$ cat config.mk
export PLATFORM = sky130hd
export DESIGN_NAME = decoder_rr_arbiter
export DESIGN_NICKNAME = d
export VERILOG_FILES = /design/src/rtl/decoder_rr_arbiter.sv
export SDC_FILE = /design/constraint.sdc
export NUM_CORES = 1
export LEC_CHECK = 0
export CORE_AREA = 5 5 68 70
export CTS_CLUSTER_DIAMETER = 40
export DETAILED_ROUTE_END_ITERATION = 8
export DIE_AREA = 0 0 73 75
export PLACE_DENSITY_LB_ADDON = 0.12
export SYNTH_ARGS = -nofsm -noshare
export SYNTH_HDL_FRONTEND = slang
export SYNTH_SLANG_ARGS = --single-unit
export TNS_END_PERCENT = 30
$ cat constraint.sdc
create_clock -name clk -period 4.1 [get_ports clk]
set_input_delay 0.615 -clock clk [delete_from_list [all_inputs] [get_ports clk]]
set_output_delay 0.615 -clock clk [all_outputs]
set_load 0.01 [all_outputs]
$ cat src/rtl/decoder_rr_arbiter.sv
// decoder_rr_arbiter
// Round-robin arbiter that hands a shared 3-to-8 decoder to one of eight
// requesters at a time. The owner keeps the decoder until it drops its request
// or pulses done. Every release costs one dead cycle, and the search pointer
// moves to the index just past the released owner.
//
// Optional feature: define RR_ARB_TIMEOUT_EN to add a hold counter. The
// counter forces a release after HOLD_MAX consecutive grant cycles and pulses
// timeout. Without the macro, timeout is tied low and HOLD_MAX is only range
// checked.
module decoder_rr_arbiter #(
    parameter int unsigned HOLD_MAX = 16
) (
    input  logic       clk,
    input  logic       rst_n,
    input  logic [7:0] req,
    input  logic       done,
    output logic       enb,
    output logic [2:0] sel,
    output logic [7:0] gnt,
    output logic       timeout
);

    typedef enum logic [0:0] {
        ST_IDLE  = 1'b0,
        ST_GRANT = 1'b1
    } state_t;

    // Reject an illegal hold limit when the design is elaborated.
    if ((HOLD_MAX < 32'd2) || (HOLD_MAX > 32'd255)) begin : g_hold_max_range
        $error("decoder_rr_arbiter: HOLD_MAX must be within 2..255");
    end

    // First set request at or above ptr, wrapping from 7 back to 0.
    function automatic logic [2:0] rr_pick(input logic [7:0] r, input logic [2:0] p);
        logic [2:0] idx;
        logic [2:0] pick;
        logic       found;
        pick  = p;
        found = 1'b0;
        for (int i = 0; i < 8; i++) begin
            idx = p + i[2:0];
            if (!found && r[idx]) begin
                pick  = idx;
                found = 1'b1;
            end
        end
        return pick;
    endfunction

    // One-hot decode of an owner index.
    function automatic logic [7:0] dec3to8(input logic [2:0] idx);
        return 8'b0000_0001 << idx;
    endfunction

    state_t     r_state;
    state_t     w_state_nxt;
    logic [2:0] r_ptr;
    logic [2:0] w_ptr_nxt;
    logic [2:0] r_sel;
    logic [2:0] w_sel_nxt;
    logic       r_enb;
    logic       w_enb_nxt;
    logic [7:0] r_gnt;
    logic [7:0] w_gnt_nxt;
    logic [2:0] w_pick;
    logic       w_owner_req;
    logic       w_force;
    logic       w_release;

    assign w_pick      = rr_pick(req, r_ptr);
    assign w_owner_req = req[r_sel];

`ifdef RR_ARB_TIMEOUT_EN
    localparam logic [7:0] HOLD_MAX_C = 8'(HOLD_MAX);

    logic [7:0] r_hold_cnt;
    logic [7:0] w_hold_cnt_nxt;
    logic       r_timeout;

    // Force a release when the owner is still requesting in its
    // HOLD_MAX-th consecutive grant cycle.
    assign w_force = (r_state == ST_GRANT) && w_owner_req && !done &&
                     (r_hold_cnt >= HOLD_MAX_C);

    // Hold counter: 1 in the first grant cycle, +1 per extra cycle held,
    // cleared on every release and while idle.
    always_comb begin
        w_hold_cnt_nxt = 8'd0;
        if ((r_state == ST_IDLE) && (req != 8'h00)) begin
            w_hold_cnt_nxt = 8'd1;
        end else if ((r_state == ST_GRANT) && !w_release) begin
            w_hold_cnt_nxt = r_hold_cnt + 8'd1;
        end else begin
            w_hold_cnt_nxt = 8'd0;
        end
    end

    // Hold counter and timeout pulse registers. The pulse lines up with the
    // cycle in which enb drops after a forced release.
    always_ff @(posedge clk or negedge rst_n) begin
        if (!rst_n) begin
            r_hold_cnt <= 8'd0;
            r_timeout  <= 1'b0;
        end else begin
            r_hold_cnt <= w_hold_cnt_nxt;
            r_timeout  <= w_force;
        end
    end

    assign timeout = r_timeout;
`else
    assign w_force = 1'b0;
    assign timeout = 1'b0;
`endif

    assign w_release = !w_owner_req || done || w_force;

    // Next-state and next-output logic. Requests from other requesters are
    // ignored while a grant is active, so the owner cannot be preempted.
    always_comb begin
        w_state_nxt = r_state;
        w_ptr_nxt   = r_ptr;
        w_sel_nxt   = r_sel;
        w_enb_nxt   = 1'b0;
        w_gnt_nxt   = 8'h00;
        case (r_state)
            ST_IDLE: begin
                if (req != 8'h00) begin
                    w_state_nxt = ST_GRANT;
                    w_sel_nxt   = w_pick;
                    w_enb_nxt   = 1'b1;
                    w_gnt_nxt   = dec3to8(w_pick);
                end else begin
                    w_state_nxt = ST_IDLE;
                    w_enb_nxt   = 1'b0;
                    w_gnt_nxt   = 8'h00;
                end
            end
            ST_GRANT: begin
                if (w_release) begin
                    // done wins over a still-high request; the released owner
                    // becomes lowest priority because ptr moves past it.
                    w_state_nxt = ST_IDLE;
                    w_ptr_nxt   = r_sel + 3'd1;
                    w_enb_nxt   = 1'b0;
                    w_gnt_nxt   = 8'h00;
                end else begin
                    w_state_nxt = ST_GRANT;
                    w_enb_nxt   = 1'b1;
                    w_gnt_nxt   = dec3to8(r_sel);
                end
            end
            default: begin
                w_state_nxt = ST_IDLE;
                w_ptr_nxt   = 3'd0;
                w_enb_nxt   = 1'b0;
                w_gnt_nxt   = 8'h00;
            end
        endcase
    end

    // State and output registers. The reset is asynchronous, so gnt drops as
    // soon as rst_n falls, even in the middle of a grant.
    always_ff @(posedge clk or negedge rst_n) begin
        if (!rst_n) begin
            r_state <= ST_IDLE;
            r_ptr   <= 3'd0;
            r_sel   <= 3'd0;
            r_enb   <= 1'b0;
            r_gnt   <= 8'h00;
        end else begin
            r_state <= w_state_nxt;
            r_ptr   <= w_ptr_nxt;
            r_sel   <= w_sel_nxt;
            r_enb   <= w_enb_nxt;
            r_gnt   <= w_gnt_nxt;
        end
    end

    assign enb = r_enb;
    assign sel = r_sel;
    assign gnt = r_gnt;

endmodule

==> results by stage, run 1 <==
Floorplan:
- The standard-cell row count is 23.
- Measured along the y axis, the die boundary spans around 75 µm.
- The core area is roughly 3900 µm².
- The effective utilization at floorplan is between 40% and 50%.
- The horizontal extent of the die is approximately 73 µm.
- The top-level port count is 24.
- The floorplan die area is around 5500 µm².

Clock tree:
- Buffers added to address setup during post-CTS repair amount to 0.
- The clock transition at the register clock pins on the worst setup and hold paths after CTS is around 70 ps.
- The number of H-tree levels is 1.
- The root buffer selected by CTS is clkbuf_8.
- For this design, the sink count on the clock tree is 15.
- The total CTS buffers is 3.
- The buffer depth of the longest clock path is 2.
- The clock latency of the later-clocked register in the worst-skew pair is ~240 ps.
- After clock tree synthesis, the repair step resized 0 gates.
- The count of hold buffers inserted by post-cts repair is 0.
- The clock tree from TritonCTS is built.

Route:
- Dividing the detail-routed via count by the number of cells gives 6.19.
- The number of remaining DRC errors is 0.
- The length of routed met3 wiring is ~250 µm.
- The via count is about 1,600.
- After detailed routing, the met2 layer carries roughly 2.2 mm of wire.
- The count of nets left with antenna violations once routing finished came out at 0.
- The routed length on met1 is 2.03 mm.
- The number of design-rule violations left by the first detailed-router iteration is ~120.
- Dividing the detail-routed wire length by the instance count gives approximately 17 µm.
- The detailed-route wire length is roughly 4.5 mm.
- In this run the top signal layer used is met4.
- For this run, the detailed router's first-pass iteration total came to 4.

Global route:
- The wire length of the first global-routing pass is 7.53 mm.
- The number of antenna violations at the first check in global routing is 0.
- After global routing the overflow that remains totals 0.
- The number of global-route vias before repair is 1,548.
- In the global route stage, overall resource usage came out at between 10% and 20%.
- The pin count of the biggest net entering global routing is 17.

Timing:
- After layout, the worst path uses 85.9% of the clock period.
- Setup violations remaining at the end of the flow were counted as 0.
- The final-report hold violation count is 0.
- The worst-case hold slack is 640 ps.
- The number of slew-limit violations in the final report is 0.
- Setup repair after global routing left no endpoint under its margin.
- The total negative slack for setup checks is 0 ps.
- The worst pin sits at a relative slew slack of ~54%.
- Clock skew on the completed layout was measured at 4.59 ps.
- The achievable frequency is approximately 280 MHz.
- The slew at the pin closest to its max-slew limit is approximately 670 ps.
- Subtracting the final worst setup slack from the clock period gives 3520 ps.

Synthesis:
- The number of cells produced by synthesis is between 150 and 200.
- The most used standard cell by instance count after synthesis is nor2_1.
- The share of synthesized flip-flops with an asynchronous set or reset is 100%.
- The count of cell types in the netlist is 62.
- A synthesized cell averages 10.2 µm².
- The leading register cell type out of synthesis is dfrtp_1.
- The net count after synthesis is around 200.
- The count of yosys warnings during synthesis is 0.
- The number of flip-flops and latches in the synthesized netlist is 15.
- After synthesis, the most frequently instantiated cells are nor2_1, dfrtp_1, nand2_1, mux2i_1, mux4_2.
- The synthesized design contains 0 enable-type register cells.
- Ranked by total cell area, the synthesized netlist is headed by dfrtp_1, mux4_2, mux2i_1.
- Summing every instance area after synthesis gives between 1500 and 2000 µm².
- The fraction of post-synthesis cell area in the top cell type by area is between 10% and 20%.
- The library cell with the largest summed area after synthesis is dfrtp_1.
- The portion of the post-synthesis area used by sequential elements is 19.9%.

Critical path:
- The endpoint class of the critical path is a flip-flop.
- The internal reg-to-reg setup slack is around 580 ps.
- In this run the worst setup path terminates at gnt[5].
- For the worst setup path, the data arrival time is 3670 ps.
- The worst setup path is launched from a flip-flop.
- The source of the critical timing path is r_ptr[0].
- The terminus of the critical flop-to-flop path is gnt[5].
- The largest fanout on the critical path is 12.
- The launching point of the worst reg2reg path is r_ptr[0].
- Data on the critical path is required at its endpoint by roughly 4200 ps.
- The number of cells on the worst reg-to-reg path is 10.
- The critical setup path kind is reg -> reg.

Job:
- The number of max-capacitance violations reported is 0.

Final layout:
- The number of nets in the layout is approximately 230.
- The proportion of layout cells with a drive suffix above 1 is 25.5%.
- The fill cell instance count of the final layout is 357.
- The antenna diode count is 0.
- The layout overhead on the synthesized area is 15.2%.

Placed design:
- The HPWL after detailed placement is between 3 and 4 mm.
- The number of port buffers is 22.
- The placer's final routability congestion estimate is 0.902.

Min path:
- In this run the worst hold path is classified as reg -> reg.

Status:
- The run finished with clean final reports.
## metal layers
| layer | vias to the layer above | track usage [%] |
|---|---|---|
| met5 | - | 0 |
| met4 | 0 | 1.84 |
| met3 | 4 | 3.20 |
| met2 | 63 | 30.0 |
| met1 | 761 | 23.6 |
| li1 | 768 | - |
## area by class of cell
type                    count  area (µm²)  area share [%]
multi-input cells         155        1400            64.7
repair buffers             26         250            11.5
clock buffers               3        41.3            1.91
flip-flops and latches     15         375            17.3
well taps                  50        62.6            2.89
inverters                   8        30.0            1.39
clock inverters             1        5.00           0.231
## cell families (layout without fill, tap and decap cells)
family | Yosys count | after routing | synth area share, %
and+or+nand+nor | 61 | 61 | 17.2
adders and majority gates | 8 | 8 | 5.32
DFF | 15 | 15 | 19.9
AOI/OAI and AO/OA | 46 | 46 | 21.3
xor gates and xnor gates | 5 | 5 | 3.13
muxes | 34 | 34 | 27.3
other | 1 | 1 | 0.199
buffers and inverters | 15 | 38 | 5.52
## state kept, by name, indices dropped and copies added (netlist names)
| name | flops |
|---|---|
| r_ptr | 3 |
| enb | 1 |
| gnt | 8 |
| sel | 3 |
## critical path: stages, from the launching register on
cell,delay (ps)
dfrtp_1,350
inv_2,100
ha_1,620
mux2_2,420
mux4_2,550
nor2_2,200
nand4_2,170
o311a_4,450
xnor2_2,210
nand2_2,100
o31ai_1,240
## worst min-delay path by stage
stage                 from     end  slack [ps]  cells after the start
floorplan            rst_n     enb         320                      0
global placement    sel[2]  sel[2]         640                      2
detailed placement  sel[2]  sel[2]         620                      2
CTS                 sel[2]  sel[2]         640                      2
global route        sel[2]  sel[2]         690                      2
finish              sel[2]  sel[2]         640                      2
## per-stage QoR
| stage | cell area, µm² | instances | utilization, % | worst slack [ps] |
|---|---|---|---|---|
| after floorplan | 1880 | 185 | - | 988 |
| after global placement | 2120 | 254 | 54.2 | 602 |
| after detailed placement | 2120 | 254 | 54.2 | 527 |
| after CTS | 2170 | 258 | 55.4 | 588 |
| after global routing | 2170 | 258 | 55.4 | 305 |
| final | 2170 | 258 | 55.4 | 578 |
## cell usage in the layout (no fill, tap or decap), types with 3 or more instances in the layout
master            n
a2111oi_0         3
a21oi_1           5
a41o_1            4
and2_1            5
and3_1            4
buf_4             4
clkbuf_8          3
clkdlybuf4s50_1  22
dfrtp_1          15
ha_1              8
inv_1             7
mux2_2            8
mux2i_1          11
mux4_2           11
nand2_1          13
nor2_1           16
nor2b_1           4
o21ai_0           5
o31ai_1           4
Power of run 1 is left out: the tool's default activity adds up to more than one toggle a clock period on the data nets, which glitch-free logic cannot reach.
==> run 2, diff against run 1 <==
Settings changed: MAX_ROUTING_LAYER from default to met4, REMOVE_ABC_BUFFERS from default to 1.
==> results by stage, run 2 (synthesized netlist as in run 1, its figures left out) <==
Status:
- The flow ran to the end, and the final reports show no timing, DRC or antenna violations.

Timing:
- The final setup slack of the worst path is about 580 ps.
- Between clock sinks in the finished design, the worst skew comes to roughly 0.25 ps.
- Setup violations remaining at the end of the flow were counted as 0.
- The total negative slack for setup checks is 0 ps.
- The worst path in the final design needs a cycle of roughly 3500 ps, including I/O delays and setup.
- The final-report hold violation count was 0.
- Derived from the worst setup path, the maximum achievable clock frequency is approximately 280 MHz.
- The worst slew margin relative to its limit is ~53%.
- At the pin with the least slew margin, the transition time is 687 ps.
- The number of slew-limit violations in the final report was 0.
- Dividing the final minimum period by the clock period gives between 80% and 90%.
- Setup repair after global routing left no endpoint under its margin.

Clock tree:
- The clock transition at the register clock pins on the worst setup and hold paths after CTS is roughly 60 ps.
- The later pin in the worst-skew pair is clocked with a latency of approximately 240 ps.
- The count of hold buffers inserted by post-cts repair is 0.
- Clock tree synthesis inserted a total of 3 buffers.
- In this run the number of H-tree levels came out at 1.
- In this run, post-CTS repair resized a total of 0 instances.
- The setup fix buffers added after clock tree synthesis is 0.
- In this run the clock root is driven by a clkbuf_8.
- The clock tree from TritonCTS is built.
- The clock net sink count is 15.
- The buffer depth of the longest clock path is 2.

Route:
- The number of design-rule violations left by the first detailed-router iteration is 100.
- The length of routed met3 wiring is 261 µm.
- Summed over all layers, the routed wires come to 4.51 mm.
- The post-detailed-route count of antenna-violating nets is 0.
- The highest routing layer actually used is met4.
- The routed length on met1 is about 2.1 mm.
- Using the TritonRoute via totals, the vias-per-cell ratio works out to around 6.3.
- The first-pass detailed-route iteration total is 5.
- The detailed router placed approximately 1,600 vias in this run.
- The post-detailed-route wirelength per cell is about 17 µm.
- The number of remaining DRC errors is 0.
- In the detailed route, the total length drawn on met2 is roughly 2.1 mm.

Final layout:
- The number of nets in the layout is 228.
- The antenna diode count is 0.
- The proportion of layout cells with a drive suffix above 1 is 25.5%.
- The count of non-filler cells in the finished layout is around 260.
- Leaving out fill and tap cells, the most frequent cells in the layout are clkdlybuf4s50_1, nor2_1, dfrtp_1.
- The layout overhead on the synthesized area is 15.2%.
- The summed area of non-filler cells in the final layout is roughly 2200 µm².
- The flip-flop count of the largest register, all copies and words added is 8.
- The fill cell instance count of the final layout is between 300 and 400.
- The most common cell after layout, fill and taps aside is clkdlybuf4s50_1.

Critical path:
- The endpoint class of the critical path is a flip-flop.
- The largest fanout on the critical path is 12.
- The kind of launch point of the worst setup path is a flip-flop.
- Data on the critical path is required at its endpoint by roughly 4200 ps.
- The largest individual stage delay along the critical path comes from the cell ha_1.
- On the worst path, the slowest cell contributes a delay of ~600 ps.
- Counting both buffers and inverters, the worst setup path holds a total of 1.
- The category of cells accounting for the largest share of critical-path delay is multiplexers.
- STA puts the critical path data arrival time at around 3700 ps.
- The signal on the critical path passes through inv_2 -> ha_1 -> mux2_1 -> mux4_2 -> nor2_2 -> nand4_2 -> o311a_4 -> xnor2_2 -> nand2_1 -> o31ai_1.
- The critical path is of the reg -> reg type.

Floorplan:
- The floorplan die area is about 5500 µm².
- From left edge to right edge, the die measures 73 µm.
- The core region is ~3900 µm².
- The effective utilization at floorplan is between 40% and 50%.
- The top-level port count is 24.
- The standard-cell row count is 23.
- Measured along the y axis, the die boundary spans ~75 µm.

Placed design:
- The setup slack at placement is 534 ps.
- Detailed placement finished with a half-perimeter wire length of about 3.6 mm.
- Including well taps, the total number of placed cells is approximately 250.
- Once placement finished, the instance area stood at between 2000 and 2500 µm².
- Routability-driven placement finished with a final weighted congestion of ~0.85.
- The number of port buffers is 22.

Job:
- The number of max-capacitance violations reported is 0.

Global route:
- The pin count of the biggest net entering global routing is 17.
- The first global-routing pass estimated ~7.6 mm of wire.
- The number of antenna violations at the first check in global routing came to 0.
- The number of global-route vias before repair is ~1,600.
- The total global routing track utilization is 18.3%.
- The total overflow reported by the global router is 0.

Min path:
- The class of the tightest hold or removal check is reg -> reg.
-- run 2: cell type report --
cell class	count	area [µm²]	area share, %
multi-input cells	155	1400	64.7
flip-flops and latches	15	375	17.3
repair buffers	26	250	11.5
well taps	50	62.6	2.89
clock buffers	3	41.3	1.91
inverters	8	30.0	1.39
clock inverters	1	5.00	0.231
-- run 2: worst paths after layout --
| path | from | end | slack, ps | depth (start not counted) |
|---|---|---|---|---|
| max | r_ptr[0] | gnt[0] | 580 | 10 |
| min | sel[2] | sel[2] | 660 | 2 |
| max reg2reg | r_ptr[0] | gnt[0] | 580 | 10 |
| min reg2reg | sel[2] | sel[2] | 660 | 2 |
| max in group asynchronous | rst_n | gnt[2] | 2930 | 1 |
| min in group asynchronous | rst_n | enb | 760 | 1 |
-- run 2: worst register-to-register path, delay by kind of cell (launching register included) --
kind	cells	cell delay, ps
multiplexers	2	970
buffers and inverters	1	100
flip-flops	1	360
AO/OA/AOI/OAI	2	700
adder cells (fa/ha/maj)	1	620
AND/OR/NAND/NOR	3	490
XOR/XNOR	1	180
-- run 2: layer usage --
metal  vias up  track usage (%)
li1        768                -
met1       782             24.5
met2        65             29.2
met3         4             3.47
met4         0             3.07
met5         -                -
-- run 2: stage by stage --
stage	hold slack [ps]	utilization, %
after floorplan	319	-
after global placement	652	54.2
after detailed placement	667	54.2
after CTS	677	55.4
after global routing	707	55.4
final	665	55.4
Power of run 2 is left out for the same reason.
==> run 3, diff against run 2 <==
Settings changed: GPL_TIMING_DRIVEN from default to 1.
==> results of run 3 <==
The final DEF is identical to that of run 2; final timing and power are the same.
Power of run 3 is left out for the same reason.
